==> src/rtl/mult12_pkg.sv <==
// Shared types and constants for the 12x12 sequential multiplier.
// The multiplier is built from one 6x6 multiplier reused over four cycles.
package mult12_pkg;

  localparam int IN_W   = 12;
  localparam int HALF_W = 6;
  localparam int PROD_W = 24;
  localparam int STEP_W = 2;

  typedef enum logic [1:0] {
    IDLE = 2'd0,
    MUL  = 2'd1,
    DONE = 2'd2
  } state_t;

  // Place a 12-bit partial product at its weight.
  // Step 0 has weight 2^0, steps 1 and 2 have 2^6, and step 3 has 2^12.
  function automatic logic [PROD_W-1:0] place_partial(
    input logic [2*HALF_W-1:0] pp,
    input logic [STEP_W-1:0]   step
  );
    logic [PROD_W-1:0] wide;
    wide = {{(PROD_W-2*HALF_W){1'b0}}, pp};
    case (step)
      2'd0:    place_partial = wide;
      2'd3:    place_partial = wide << (2*HALF_W);
      default: place_partial = wide << HALF_W;
    endcase
  endfunction

endpackage

==> src/rtl/mult12_sequencer_six_bit_multiplier.sv <==
// Combinational 6x6 unsigned multiplier.
// The sequencer time-multiplexes this single instance over all four partial products.
module six_bit_multiplier
  import mult12_pkg::*;
(
  input  logic [HALF_W-1:0]   a_i,
  input  logic [HALF_W-1:0]   b_i,
  output logic [2*HALF_W-1:0] p_o
);

  assign p_o = {{HALF_W{1'b0}}, a_i} * {{HALF_W{1'b0}}, b_i};

endmodule

==> src/rtl/mult12_sequencer.sv <==
// 12x12 unsigned multiplier with a valid/ready interface.
// It computes four 6x6 partial products over four cycles, then holds the result in DONE.
module mult12_sequencer #(
  parameter int IN_W = mult12_pkg::IN_W
) (
  input  logic            clk,
  input  logic            rst,
  input  logic            in_valid,
  output logic            in_ready,
  input  logic [IN_W-1:0] a,
  input  logic [IN_W-1:0] b,
  output logic            out_valid,
  input  logic            out_ready,
  output logic [2*IN_W-1:0] c,
  output logic            busy
);
  import mult12_pkg::*;

  if (IN_W != mult12_pkg::IN_W) begin : g_width_check
    $error("mult12_sequencer supports IN_W=12 only");
  end

  state_t              state_q, state_d;
  logic [STEP_W-1:0]   step_q, step_d;
  logic [IN_W-1:0]     a_q, a_d;
  logic [IN_W-1:0]     b_q, b_d;
  logic [PROD_W-1:0]   acc_q, acc_d;
  logic                out_valid_q, out_valid_d;
  logic [HALF_W-1:0]   mul_a, mul_b;
  logic [2*HALF_W-1:0] mul_p;
  logic                accept;

  // Step bit 1 selects the high half of a, and step bit 0 selects the high half of b.
  assign mul_a = step_q[1] ? a_q[2*HALF_W-1:HALF_W] : a_q[HALF_W-1:0];
  assign mul_b = step_q[0] ? b_q[2*HALF_W-1:HALF_W] : b_q[HALF_W-1:0];

  six_bit_multiplier u_mul (
    .a_i (mul_a),
    .b_i (mul_b),
    .p_o (mul_p)
  );

  always_ff @(posedge clk or posedge rst) begin
    if (rst) begin
      state_q     <= IDLE;
      step_q      <= '0;
      a_q         <= '0;
      b_q         <= '0;
      acc_q       <= '0;
      out_valid_q <= 1'b0;
    end else begin
      state_q     <= state_d;
      step_q      <= step_d;
      a_q         <= a_d;
      b_q         <= b_d;
      acc_q       <= acc_d;
      out_valid_q <= out_valid_d;
    end
  end

  always_comb begin
    state_d = state_q;
    case (state_q)
      IDLE:    if (in_valid) state_d = MUL;
      MUL:     if (step_q == STEP_W'(3)) state_d = DONE;
      DONE:    if (out_ready) state_d = in_valid ? MUL : IDLE;
      default: state_d = IDLE;
    endcase
  end

  always_comb begin
    in_ready = !rst && ((state_q == IDLE) || ((state_q == DONE) && out_ready));
    busy     = (state_q != IDLE);
  end

  assign accept = in_valid && in_ready;

  always_comb begin
    step_d = step_q;
    a_d    = a_q;
    b_d    = b_q;
    acc_d  = acc_q;
    if (accept) begin
      a_d    = a;
      b_d    = b;
      acc_d  = '0;
      step_d = '0;
    end else if (state_q == MUL) begin
      acc_d  = acc_q + place_partial(mul_p, step_q);
      step_d = step_q + STEP_W'(1);
    end
    out_valid_d = (state_d == DONE);
  end

  assign out_valid = out_valid_q;
  assign c         = acc_q;

endmodule
==> config.mk <==
export PLATFORM = sky130hd
export DESIGN_NAME = mult12_sequencer
export DESIGN_NICKNAME = d
export VERILOG_FILES = /design/src/rtl/mult12_pkg.sv /design/src/rtl/mult12_sequencer_six_bit_multiplier.sv /design/src/rtl/mult12_sequencer.sv
export SDC_FILE = /design/constraint.sdc
export NUM_CORES = 1
export LEC_CHECK = 0
export ABC_AREA = 1
export BUFFER_PORTS_ARGS = -buffer_cell sky130_fd_sc_hd__clkbuf_2
export CORE_AREA = 2 2 100 102
export CTS_CLUSTER_DIAMETER = 30
export DETAILED_ROUTE_END_ITERATION = 10
export DIE_AREA = 0 0 102 104
export GPL_TIMING_DRIVEN = 0
export PLACE_DENSITY = 0.85
export REMOVE_ABC_BUFFERS = 1
export SYNTH_ARGS = -nofsm -noshare
export SYNTH_HDL_FRONTEND = slang
export SYNTH_SLANG_ARGS = --single-unit
==> constraint.sdc <==
create_clock -name clk -period 5.5 [get_ports clk]
set_clock_uncertainty 0.05 [all_clocks]
set_input_delay 1.1 -clock clk [delete_from_list [all_inputs] [get_ports clk]]
set_output_delay 1.1 -clock clk [all_outputs]
set_load 0.05 [all_outputs]
==> qor.csv <==
stage;metric;value;unit
timing;slew-limit-headroom;0.502;
yosys;ys_ff_latch;53;
timing;fmax;0.177;GHz
global_route;grt_antenna_before_repair;0;
route;ant_nets;0;
layout;final_nets;845;
clocking;ctsLongestPathBuffers;2;
floorplan;die_w;102;µm
floorplan;rows;36;
outcome;violations;setup timing;
layout;antennaDiodeCount;0;
layout;drive_gt1_frac;0.268;
timing;slew_violations;0;
worst_setup_path;crit_arrival;5.81;ns
floorplan;die_y;104;µm
place;placedCellCount;851;
worst_setup_path;critPathSlowestCell;fa_1;
timing;tightest_slew;0.745;ns
clocking;clock-sinks;53;
yosys;ys_seq_area_frac;0.266;
route;drtIter0Drc;604;
clocking;cts_made_buffers;5;
min_path;worst_hold_path_type;reg2reg;
global_route;grt_max_degree;36;
yosys;netlist_area;4990;µm²
worst_setup_path;start_kind;flop;
yosys;synth_cell_types;39;
timing;setup_ws;-0.157;ns
clocking;clk_latency;0.32;ns
worst_setup_path;endpoint_kind;flop;
outcome;outcome;finished, violations left;
yosys;ys_async_sr_fraction;1.00;
worst_setup_path;critPathRequiredTime;5.65;ns
global_route;grt_usage;0.238;
yosys;synth_area_leader_cell;dfrtp_1;
yosys;yosysWarnings;0;
route;wirelength;15200;µm
floorplan;io_pins;55;
global_route;grt_pass1_vias;4268;
place;routabilityCongestion;0.977;
worst_setup_path;critPathKind;reg2reg;
worst_setup_path;crit_buf_inv;5;
place;dp_hpwl;9720;µm
route;viasPerCell;5.74;
floorplan;die_area;10600;µm²
floorplan;start_util;0.522;
worst_setup_path;path_max_fanout;7;
yosys;yosys-top-cells-area;dfrtp_1 (27%), nand2_1 (12%), ha_1 (12%);
global_route;grt_pass1_wl;20100;µm
layout;final_cells;886;
timing;layout_min_cycle_time;5.66;ns
route;drc;0;
route;dr.pass1.iters;5;
yosys;synth_ff_type;dfrtp_1;
worst_setup_path;cpMostUsedCell;nand2_1;
timing;hold_viol;0;
clocking;root_buffer;clkbuf_8;
worst_setup_path;crit_family;adder cells;
layout;syn_to_final_growth;22.3;%
timing;setup_viol;4;
worst_setup_path;cp_slowest_stage_delay;0.59;ns
route;wl_per_cell;17.1;µm
clocking;h-tree-depth;2;
timing;post-route-period-util;1.03;
yosys;syn_inst;674;
route;via_count;5087;
place;portBuffers;54;
yosys;synth_top_area_frac;0.266;
yosys;avgSynthCellArea;7.40;µm²
yosys;synth_edf_count;0;
yosys;synth_common_cells;nand2_1 (166), inv_1 (96), nor2_1 (79), dfrtp_1 (53), ha_1 (47);
yosys;yosysMostFrequentCell;nand2_1;
timing;finalSetupTns;-0.294;ns
place;place_ws;-0.359;ns
clocking;cts_tree;done;
flow_run;maxCapViolations;0;
floorplan;core-area;9550;µm²
clocking;cts.clk_slew.worst_paths;0.11;ns
global_route;grt-ovfl-total;0;
stage by stage:
stage / instance area [µm²] / hold slack [ns] / util
floorplan: 4900 / 0.421 / -
global placement: 5340 / 0.434 / 0.559
detailed placement: 5360 / 0.441 / 0.561
CTS: 5560 / 0.463 / 0.583
global route: 6100 / 0.488 / 0.639
finish: 6100 / 0.460 / 0.639
registers in the layout, summed over array words and instances, names as in the netlist:
name / cells
b_q: 12
state_q: 2
a_q: 12
c: 24
out_valid: 1
step_q: 2
worst register-to-register path, cell delays in order (launching register included):
cell	delay, ns
dfrtp_2	0.51
buf_4	0.19
o21ai_2	0.29
nor2_1	0.12
fa_1	0.50
fa_1	0.59
inv_1	0.08
fa_1	0.53
inv_1	0.07
ha_4	0.30
nand3_1	0.11
nand2_2	0.15
a31oi_4	0.11
xnor2_2	0.32
nand2_1	0.15
nor2_1	0.29
ha_1	0.38
nand2_1	0.11
nor2_2	0.05
buf_4	0.13
a21oi_2	0.15
nand3_2	0.12
inv_1	0.07
nand2_1	0.05
nand3_1	0.07
nand2_1	0.05
metal layers:
metal	vias to the layer above	part of all wire	GRT usage
met4	0	0.051	0.0895
li1	2330	-	-
met3	72	0.095	0.0269
met1	2334	0.38	0.348
met2	351	0.47	0.362
met5	-	0	0
final timing paths:
| path | start | cells past startpoint | end | slack (ns) |
|---|---|---|---|---|
| worst max-delay path | step_q[1] | 25 | c[23] | -0.16 |
| worst min-delay path | b_q[11] | 1 | b_q[11] | 0.46 |
| worst max register to register | step_q[1] | 25 | c[23] | -0.16 |
| worst min register to register | b_q[11] | 1 | b_q[11] | 0.46 |
| max in group asynchronous | rst | 3 | c[9] | 4.12 |
| min in group asynchronous | rst | 2 | c[17] | 0.73 |
cell families after synthesis:
logic type / synth area share
compound gates: 0.107
xor+xnor: 0.0158
fa+ha+maj: 0.190
buf+inv: 0.0931
flops: 0.266
mux: 0.0602
simple gates: 0.268
timing repair:
| action | 4_1_cts | 5_1_grt |
|---|---|---|
| hold buffers | 0 | 0 |
| hold endpoints to repair | 0 | 0 |
| endpoints found under the setup margin | 16 | 17 |
| gates resized for setup | 30 | 76 |
| setup buffers | 7 | 20 |
| pin swaps | 4 | 27 |
layout by cell type (no fill, tap or decap), types with 11 or more instances in the layout:
cell / instances
nand2_1: 161
inv_1: 92
nor2_1: 67
clkbuf_2: 54
dfrtp_1: 51
ha_1: 38
nand3_1: 34
a21oi_1: 24
buf_4: 23
o21ai_0: 19
fa_1: 18
nor2_2: 12
mux2_4: 12
a21oi_2: 11
final cells by class:
type | count | area (µm²)
clock buffers | 6 | 72.6
multi-input cells | 510 | 3620
inverters | 100 | 378
clock inverters | 2 | 15.0
flip-flops and latches | 53 | 1330
well taps | 133 | 166
repair buffers | 82 | 517
fillers | 767 | 3450
Power is left out: the tool's default activity adds up to more than one toggle a clock period on the data nets, which glitch-free logic cannot reach.
